--- src/rtl/ysyx_22040386_hazard_ctrl.sv ---
// ysyx_22040386_hazard_ctrl
// Pipeline hazard/stall controller for the 5-stage core. Produces per-stage
// stall/flush enables for load-use bubbles, EX redirects and data-memory
// wait freezes, and runs a watchdog on memory waits that latches a sticky error.
// Optional feature: define YSYX_22040386_HZ_PERF_EN to add the load-use bubble
// and memory-wait performance counters (o_hz_ldu_cnt / o_hz_mwait_cnt).
module ysyx_22040386_hazard_ctrl #(
    parameter int P_TMO_W   = 8,
    parameter int P_TMO_MAX = 200
) (
    input  logic        i_clk,
    input  logic        i_rst_n,
    input  logic        i_hz_ID_EX_MemRead,
    input  logic [4:0]  i_hz_ID_EX_reg_wr_addr,
    input  logic [4:0]  i_hz_IF_ID_reg_rd_addr1,
    input  logic [4:0]  i_hz_IF_ID_reg_rd_addr2,
    input  logic        i_hz_IF_ID_use_rs1,
    input  logic        i_hz_IF_ID_use_rs2,
    input  logic        i_hz_EX_redirect,
    input  logic        i_hz_dmem_req,
    input  logic        i_hz_dmem_ready,
    output logic        o_hz_PC_stall,
    output logic        o_hz_IF_ID_stall,
    output logic        o_hz_IF_ID_flush,
    output logic        o_hz_ID_EX_stall,
    output logic        o_hz_ID_EX_flush,
    output logic        o_hz_EX_MEM_stall,
    output logic        o_hz_MEM_WB_flush,
`ifdef YSYX_22040386_HZ_PERF_EN
    output logic        o_hz_err,
    output logic [31:0] o_hz_ldu_cnt,
    output logic [31:0] o_hz_mwait_cnt
`else
    output logic        o_hz_err
`endif
);

    typedef enum logic [1:0] {
        S_RUN   = 2'd0,
        S_MWAIT = 2'd1,
        S_ERR   = 2'd2
    } state_e;

    localparam logic [P_TMO_W-1:0] L_TMO_MAX = P_TMO_MAX[P_TMO_W-1:0];
    localparam logic [P_TMO_W-1:0] L_ONE     = {{(P_TMO_W-1){1'b0}}, 1'b1};
    localparam logic [P_TMO_W-1:0] L_ZERO    = {P_TMO_W{1'b0}};

    state_e             state_q, state_d;
    logic [P_TMO_W-1:0] cnt_q, cnt_d;

    logic ldu_s;
    logic mwait_s;
    logic ldu_win_s;

    // Hazard detection: load-use that forwarding cannot cover, and memory wait.
    always_comb begin
        ldu_s   = i_hz_ID_EX_MemRead && (i_hz_ID_EX_reg_wr_addr != 5'd0) &&
                  ((i_hz_IF_ID_use_rs1 && (i_hz_IF_ID_reg_rd_addr1 == i_hz_ID_EX_reg_wr_addr)) ||
                   (i_hz_IF_ID_use_rs2 && (i_hz_IF_ID_reg_rd_addr2 == i_hz_ID_EX_reg_wr_addr)));
        mwait_s = i_hz_dmem_req && !i_hz_dmem_ready;
    end

    // Wait FSM state and watchdog counter registers.
    always_ff @(posedge i_clk or negedge i_rst_n) begin
        if (!i_rst_n) begin
            state_q <= S_RUN;
            cnt_q   <= L_ZERO;
        end else begin
            state_q <= state_d;
            cnt_q   <= cnt_d;
        end
    end

    // Next-state logic; counter saturates at the trip value and never wraps.
    always_comb begin
        state_d = state_q;
        cnt_d   = cnt_q;
        case (state_q)
            S_RUN: begin
                if (mwait_s) begin
                    state_d = S_MWAIT;
                    cnt_d   = L_ONE;
                end else begin
                    state_d = S_RUN;
                end
            end
            S_MWAIT: begin
                if (i_hz_dmem_ready || !i_hz_dmem_req) begin
                    state_d = S_RUN;
                    cnt_d   = L_ZERO;
                end else if (cnt_q == L_TMO_MAX) begin
                    state_d = S_ERR;
                end else begin
                    cnt_d = cnt_q + L_ONE;
                end
            end
            S_ERR: begin
                state_d = S_ERR;
            end
            default: begin
                state_d = S_RUN;
                cnt_d   = L_ZERO;
            end
        endcase
    end

    // Prioritised stall/flush decode; everything forced low while reset is held.
    always_comb begin
        o_hz_PC_stall     = 1'b0;
        o_hz_IF_ID_stall  = 1'b0;
        o_hz_IF_ID_flush  = 1'b0;
        o_hz_ID_EX_stall  = 1'b0;
        o_hz_ID_EX_flush  = 1'b0;
        o_hz_EX_MEM_stall = 1'b0;
        o_hz_MEM_WB_flush = 1'b0;
        ldu_win_s         = 1'b0;
        if (!i_rst_n) begin
            ldu_win_s = 1'b0;
        end else if ((state_q == S_ERR) || mwait_s) begin
            // Full freeze: hold every stage up to EX_MEM and bubble MEM_WB.
            o_hz_PC_stall     = 1'b1;
            o_hz_IF_ID_stall  = 1'b1;
            o_hz_ID_EX_stall  = 1'b1;
            o_hz_EX_MEM_stall = 1'b1;
            o_hz_MEM_WB_flush = 1'b1;
        end else if (i_hz_EX_redirect) begin
            // Wrong-path instructions in IF and ID are squashed; any ldu is moot.
            o_hz_IF_ID_flush = 1'b1;
            o_hz_ID_EX_flush = 1'b1;
        end else if (ldu_s) begin
            o_hz_PC_stall    = 1'b1;
            o_hz_IF_ID_stall = 1'b1;
            o_hz_ID_EX_flush = 1'b1;
            ldu_win_s        = 1'b1;
        end else begin
            ldu_win_s = 1'b0;
        end
    end

    assign o_hz_err = (state_q == S_ERR);

`ifdef YSYX_22040386_HZ_PERF_EN
    logic [31:0] ldu_cnt_q;
    logic [31:0] mwait_cnt_q;

    // Performance counters: count inserted bubbles and wait cycles, frozen in error.
    always_ff @(posedge i_clk or negedge i_rst_n) begin
        if (!i_rst_n) begin
            ldu_cnt_q   <= 32'd0;
            mwait_cnt_q <= 32'd0;
        end else if (state_q != S_ERR) begin
            if (ldu_win_s) begin
                ldu_cnt_q <= ldu_cnt_q + 32'd1;
            end
            if (mwait_s) begin
                mwait_cnt_q <= mwait_cnt_q + 32'd1;
            end
        end
    end

    assign o_hz_ldu_cnt   = ldu_cnt_q;
    assign o_hz_mwait_cnt = mwait_cnt_q;
`endif

endmodule

--- config.mk ---
export PLATFORM = sky130hd
export DESIGN_NAME = ysyx_22040386_hazard_ctrl
export DESIGN_NICKNAME = d
export VERILOG_FILES = /design/src/rtl/ysyx_22040386_hazard_ctrl.sv
export SDC_FILE = /design/constraint.sdc
export NUM_CORES = 1
export LEC_CHECK = 0
export CAP_MARGIN = 30
export CORE_UTILIZATION = 37
export CTS_CLUSTER_DIAMETER = 80
export DETAILED_ROUTE_END_ITERATION = 8
export PLACE_DENSITY = 0.74
export REMOVE_ABC_BUFFERS = 1
export SYNTH_ARGS = -nofsm -noshare
export SYNTH_HDL_FRONTEND = slang
export SYNTH_SLANG_ARGS = --single-unit
--- constraint.sdc ---
create_clock -name i_clk -period 1.7 [get_ports i_clk]
set_input_delay 0.34 -clock i_clk [delete_from_list [all_inputs] [get_ports i_clk]]
set_output_delay 0.34 -clock i_clk [all_outputs]
set_load 0.01 [all_outputs]
==> impl_metrics.csv, run 1 <==
group,metric,value,unit
clocking,cts-root-buf,"clkbuf_4",
drt,drt_wl_total,2340,µm
cells_and_area,stdcell_count,163,
sta,setup_ws,-0.378,ns
worst_setup_path,cp_common_cell,"buf_6",
logic_synthesis,yosysTopAreaCell,"dfrtp_1",
drt,drtPass1Iterations,4,
sta,hold_violations,0,
clocking,numCtsBuffers,3,
logic_synthesis,synth.top_cell.area_share,33.4,%
cells_and_area,n_antenna_cell,0,
worst_setup_path,worstPathRequired,1.36,ns
worst_setup_path,crit_start,"i_hz_ID_EX_reg_wr_addr[2]",
logic_synthesis,synth_area_per_cell,8.71,µm²
global_route,grt_max_degree,9,
drt,ant_nets,0,
floorplan,fp.dieArea,2210,µm²
clocking,clock_sinks,10,
worst_setup_path,path_cells,"buf_6, buf_6, xor2_2, nor4_4, a32oi_2, o41ai_2, buf_2",
drt,drt_iter0_markers,15,
clocking,htree_levels,1,
floorplan,rows,15,
sta,slew_viol_final,0,
sta,finalClockSkew,0.00254,ns
clocking,tritoncts,"built",
logic_synthesis,ys_seq_area_share,33.4,%
floorplan,core,1820,µm²
sta,finalSetupViolCount,4,
global_route,grt-ovfl-total,0,
drt,viasPerCell,5.02,
sta,max_freq,0.481,GHz
pwr,irDropWorstVdd,0.000549,V
sta,holdWs,0.175,ns
logic_synthesis,synth.most_common_cell,"xor2_1",
clocking,hold_buffers,0,
pwr,p_leak,0.635,nW
sta,period_minus_slack,2.08,ns
status,violations,"negative setup slack",
logic_synthesis,synth_area_leaders,"dfrtp_1, xor2_1, o22ai_1, nand2_1, inv_1",
worst_setup_path,r2r_cells,7,
logic_synthesis,yosys.cell_types.count,30,
worst_setup_path,critical_path.max_stage_delay,0.35,ns
worst_setup_path,critPathSlowestCell,"o41ai_2",
worst_setup_path,worstReg2RegEnd,"cnt_q[1]",
logic_synthesis,synth_ff_type,"dfrtp_1",
logic_synthesis,synth_cells,86,
logic_synthesis,yosysWarningCount,0,
worst_hold_path,worstHoldPathType,"input pin to asynchronous set/reset pin",
placement,place.gp.congestion,0.893,
run,cap_violations,0,
worst_setup_path,cp.arrival,1.74,ns
worst_setup_path,r2r_start,"cnt_q[1]",
logic_synthesis,ys_ff_latch,10,
drt,post_drt_wl_per_cell,14.3,µm
global_route,track_usage,23.1,%
worst_setup_path,cp_num_buf_inv,3,
global_route,antenna_found_initial,0,
sta,rsz0062_at_grt,"yes",
clocking,clock_latency,0.27,ns
status,status,"finished, violations left",
worst_setup_path,crit_fanout,2,
clocking,clk_path_buf_depth,2,
logic_synthesis,async_reset_ff_share,100,%
pwr,powerDensity,506,nW/µm²
worst_setup_path,crit_type,"input pin to output port",
sta,worstMarginPinSlew,0.338,ns
global_route,grt_pass1_vias,852,
floorplan,fp.dieH,47.0,µm
placement,io_buffers,30,
logic_synthesis,synth-edff-count,0,
sta,period_share,122,%
worst_setup_path,cp-start-kind,"input pin",
cells_and_area,syn_to_final_growth,74.8,%
worst_setup_path,path_delay_family,"compound AO/OA/AOI/OAI gates",
logic_synthesis,yosys-top-cells-count,"xor2_1, dfrtp_1, nand2_1, inv_1, o22ai_1",
floorplan,initial_core_util,41.2,%
floorplan,fp.dieW,47.0,µm
placement,pre_cts_slack,-1.17,ns
global_route,grt_pass1_wl,3570,µm
worst_setup_path,cp-end-kind,"output port",
cells_and_area,nets,164,
clocking,path_clk_slew,0.07,ns
drt,post-route-drc-count,0,
drt,num_vias,819,
placement,dp.cells,151,
floorplan,num_io_pins,31,
sta,relSlewSlack,77.3,%
worst_setup_path,rrSetupSlack,0.11,ns
logic_synthesis,syn_area,749,µm²
placement,hpwlAfterDp,1570,µm
cells_and_area,layout-drive-gt1-share,38.4,%
[stage by stage]
stage / instance area, µm² / total power, mW / util, % / setup TNS, ns
floorplan: 718 / 0.308 / - / -0.644
global placement: 1160 / 0.419 / 63.8 / -4.88
detailed placement: 1160 / 0.422 / 63.8 / -5.19
CTS: 1270 / 0.644 / 69.6 / -1.02
global route: 1310 / 0.693 / 72.0 / -1.35
finish: 1310 / 0.663 / 72.0 / -1.14
[how the worst max path moves through the flow]
stage / endpoint / slack (ns) / cells after the start
floorplan: o_hz_IF_ID_stall / -0.32 / 4
detailed placement: o_hz_IF_ID_stall / -1.17 / 6
CTS: o_hz_IF_ID_stall / -0.36 / 7
global placement: o_hz_IF_ID_stall / -1.08 / 6
finish: o_hz_IF_ID_stall / -0.38 / 7
global route: o_hz_IF_ID_stall / -0.43 / 7
[cell usage in the layout, fill, tap and decap left out, types with 3 or more instances in the layout]
master           Yosys  final
xnor2_1              3      3
clkbuf_4             0      3
buf_2                1      6
o22ai_1              6      6
clkdlybuf4s50_1      0      5
dlygate4sd2_1        0      8
buf_6                0      5
nand2_1              9      9
clkbuf_2             0      4
inv_1                8      7
nand3_1              5      4
xor2_1              12     10
clkdlybuf4s15_1      0      4
dfrtp_1             10     10
buf_4                3     20
[flip-flops by register name, summed over array words and instances (netlist names)]
signal / count
cnt_q: 8
state_q: 2
[power breakdown]
group          total, mW  internal [mW]  switching (mW)  leakage (nW)
logic              0.192          0.102          0.0900         0.478
clock network      0.222          0.130          0.0918        0.0210
registers          0.249          0.244         0.00486         0.136
total              0.663          0.476           0.187         0.635
[what timing repair did]
action / 4_1_cts / 5_1_grt
pin swaps: 10 / 5
gates resized for setup: 74 / 12
endpoints found under the hold margin: 0 / 0
setup endpoints to repair: 8 / 8
buffers inserted: 6 / 2
[metal layers]
metal	vias up	GRT usage, %	wire length (µm)
met2	30	40.6	1230
met3	2	5.00	94
met4	0	7.43	11
li1	402	-	-
met5	-	0	0
met1	385	28.0	1010
[kinds of logic (layout without fill, tap and decap cells)]
logic type	Yosys count	count (layout)	synth area share, %
buffers and inverters	13	65	8.18
flip-flops	10	10	33.4
adder cells (fa/ha/maj)	2	2	3.34
AO/OA/AOI/OAI	18	18	16.2
XOR/XNOR	15	15	17.5
AND/OR/NAND/NOR	28	28	21.4
[layout make-up]
| type | count | area, µm² |
|---|---|---|
| Clock buffer | 4 | 36.3 |
| Multi-Input combinational cell | 63 | 534 |
| Inverter | 8 | 30.0 |
| Timing Repair Buffer | 53 | 428 |
| Fill cell | 130 | 510 |
| Sequential cell | 10 | 250 |
| Tap cell | 25 | 31.3 |
No activity file was read; power rests on OpenSTA's default activity.
==> inputs of run 2 (changes only) <==
CORE_UTILIZATION = 45   (was 37)
PLACE_DENSITY = 0.84   (was 0.74)
clock period = 2.55 ns   (was 1.7 ns; I/O delays follow)
==> run 2 against run 1 <==
Compared with the run above: the flow now finishes without violations; largest power group unchanged; via count decreased by 5.9%; routed wire length decreased by 13%; critical path depth unchanged; critical endpoint is now o_hz_ID_EX_flush; hold slack improved by 0.37 ns; sequential power decreased by 32%; combinational power decreased by 48%; clock skew increased by 0.0022 ns; sequential share of layout area increased by 3.6 points.
==> impl_metrics.csv, run 2 (synthesized netlist as in run 1, its figures left out) <==
group,metric,value,unit
status,status,"finished clean",
worst_setup_path,crit_fanout,3,
drt,viasPerCell,5.67,
cells_and_area,syn_to_final_growth,47.2,%
worst_setup_path,cp-end-kind,"output port",
drt,ant_nets,0,
floorplan,fp.dieArea,1830,µm²
floorplan,fp.dieH,42.8,µm
worst_setup_path,cp-start-kind,"input pin",
cells_and_area,nets,147,
sta,period_minus_slack,2.45,ns
run,cap_violations,0,
worst_setup_path,r2r_start,"cnt_q[0]",
sta,finalSetupViolCount,0,
cells_and_area,layout-drive-gt1-share,15.0,%
clocking,clock_sinks,10,
cells_and_area,layout_common_cells,"clkdlybuf4s50_1, xor2_1, dlygate4sd2_1",
clocking,clock_latency,0.29,ns
clocking,cts-root-buf,"clkbuf_4",
sta,max_freq,0.408,GHz
clocking,path_clk_slew,0.07,ns
drt,drt_iter0_markers,9,
floorplan,num_io_pins,31,
worst_setup_path,worstPathRequired,2.04,ns
floorplan,core,1520,µm²
sta,relSlewSlack,78.7,%
cells_and_area,reg_top3,"cnt_q (8), state_q (2)",
worst_hold_path,worstHoldStart,"cnt_q[1]",
placement,dp.cells,133,
worst_setup_path,critical_path.max_stage_delay,0.29,ns
pwr,irDropWorstVdd,0.000268,V
worst_setup_path,crit_start,"i_hz_ID_EX_reg_wr_addr[2]",
clocking,hold_buffers,0,
clocking,numCtsBuffers,3,
global_route,grt_max_degree,11,
worst_hold_path,worstHoldPathType,"register to register",
drt,post-route-drc-count,0,
worst_setup_path,cp_num_buf_inv,3,
cells_and_area,n_antenna_cell,0,
global_route,grt-ovfl-total,0,
drt,post_drt_wl_per_cell,14.9,µm
pwr,powerDensity,351,nW/µm²
global_route,grt_pass1_wl,3150,µm
floorplan,fp.dieW,42.8,µm
cells_and_area,fillers,122,
cells_and_area,top_register,"cnt_q",
global_route,grt_pass1_vias,756,
sta,hold_violations,0,
sta,rsz0062_at_grt,"no",
placement,hpwlAfterDp,1550,µm
drt,drt_wl_total,2030,µm
floorplan,rows,14,
pwr,p_leak,0.511,nW
global_route,antenna_found_initial,0,
sta,slew_viol_final,0,
cells_and_area,largest_reg_flops,8,
floorplan,initial_core_util,49.2,%
clocking,htree_levels,1,
sta,period_share,96.2,%
worst_setup_path,crit_type,"input pin to output port",
worst_setup_path,path_delay_family,"buffers and inverters",
worst_setup_path,cp.arrival,1.94,ns
sta,finalClockSkew,0.00476,ns
sta,worstMarginPinSlew,0.317,ns
drt,drtPass1Iterations,4,
placement,place.gp.congestion,0.897,
worst_setup_path,path_cells,"dlygate4sd2_1, xor2_1, nor4_2, a32oi_1, buf_4, o31ai_1, buf_2",
clocking,clk_path_buf_depth,2,
worst_setup_path,critPathSlowestCell,"nor4_2",
drt,num_vias,771,
cells_and_area,stdcell_count,136,
cells_and_area,final_common_cell,"clkdlybuf4s50_1",
global_route,track_usage,23.5,%
clocking,tritoncts,"built",
pwr,power,388,µW
clocking,cts_setup_buffers,0,
placement,io_buffers,30,
## run 2: changes by cell type in the layout (fill, tap and decap cells not counted), moves of 2 or more
| cell | previous run | this run |
|---|---|---|
| clkdlybuf4s50_1 | 5 | 16 |
| clkbuf_2 | 4 | 0 |
| xor2_2 | 2 | 0 |
| buf_6 | 5 | 0 |
| dlygate4sd2_1 | 8 | 11 |
| xor2_1 | 10 | 12 |
| buf_4 | 20 | 6 |
| buf_2 | 6 | 3 |
| clkdlybuf4s15_1 | 4 | 0 |
## run 2: cell type report
type                            count  area (µm²)  share of cell area, %
Tap cell                           16        20.0                   1.81
Sequential cell                    10         250                   22.7
Clock buffer                        3        22.5                   2.04
Inverter                            8        30.0                   2.72
Timing Repair Buffer               36         317                   28.7
Multi-Input combinational cell     63         464                   42.1
## run 2: final timing paths
kind	to	slack, ns	cells past startpoint
min in group asynchronous	cnt_q[1]	0.72	3
min	cnt_q[1]	0.54	1
min reg2reg	cnt_q[1]	0.54	1
max	o_hz_ID_EX_flush	0.1	7
max in group asynchronous	cnt_q[6]	1.68	3
max reg2reg	cnt_q[0]	0.88	6
## run 2: per-stage QoR
step	setup TNS [ns]	instance area (µm²)	utilization, %	setup slack (ns)	hold slack [ns]
3_3_place_gp	-1.65	1080	71.1	-0.578	0.522
4_1_cts	0	1090	71.6	0.00668	0.541
5_1_grt	0	1100	72.4	0.00559	0.550
3_5_place_dp	-1.90	1080	71.1	-0.671	0.527
6_report	0	1100	72.4	0.0971	0.540
2_1_floorplan	0	718	-	0.188	0.214
## run 2: repair_timing
item,CTS,global route
pin swaps,5,1
endpoints found under the setup margin,3,7
resized for setup,26,3
## run 2: routing by layer
metal  wire (µm)  vias up  GRT usage (%)  share of wire [%]
met5           0        -              0                  0
met4          23        0           7.50                1.1
met3         105        5           7.23                5.2
met2        1070       22           41.2                 53
met1         825      377           26.9                 41
li1            -      367              -                  -
## run 2: where the power goes
part,switching (mW),total (mW),internal [mW]
logic,0.0437,0.0989,0.0552
clock network,0.0645,0.120,0.0550
registers,0.00651,0.169,0.163
total,0.115,0.388,0.273
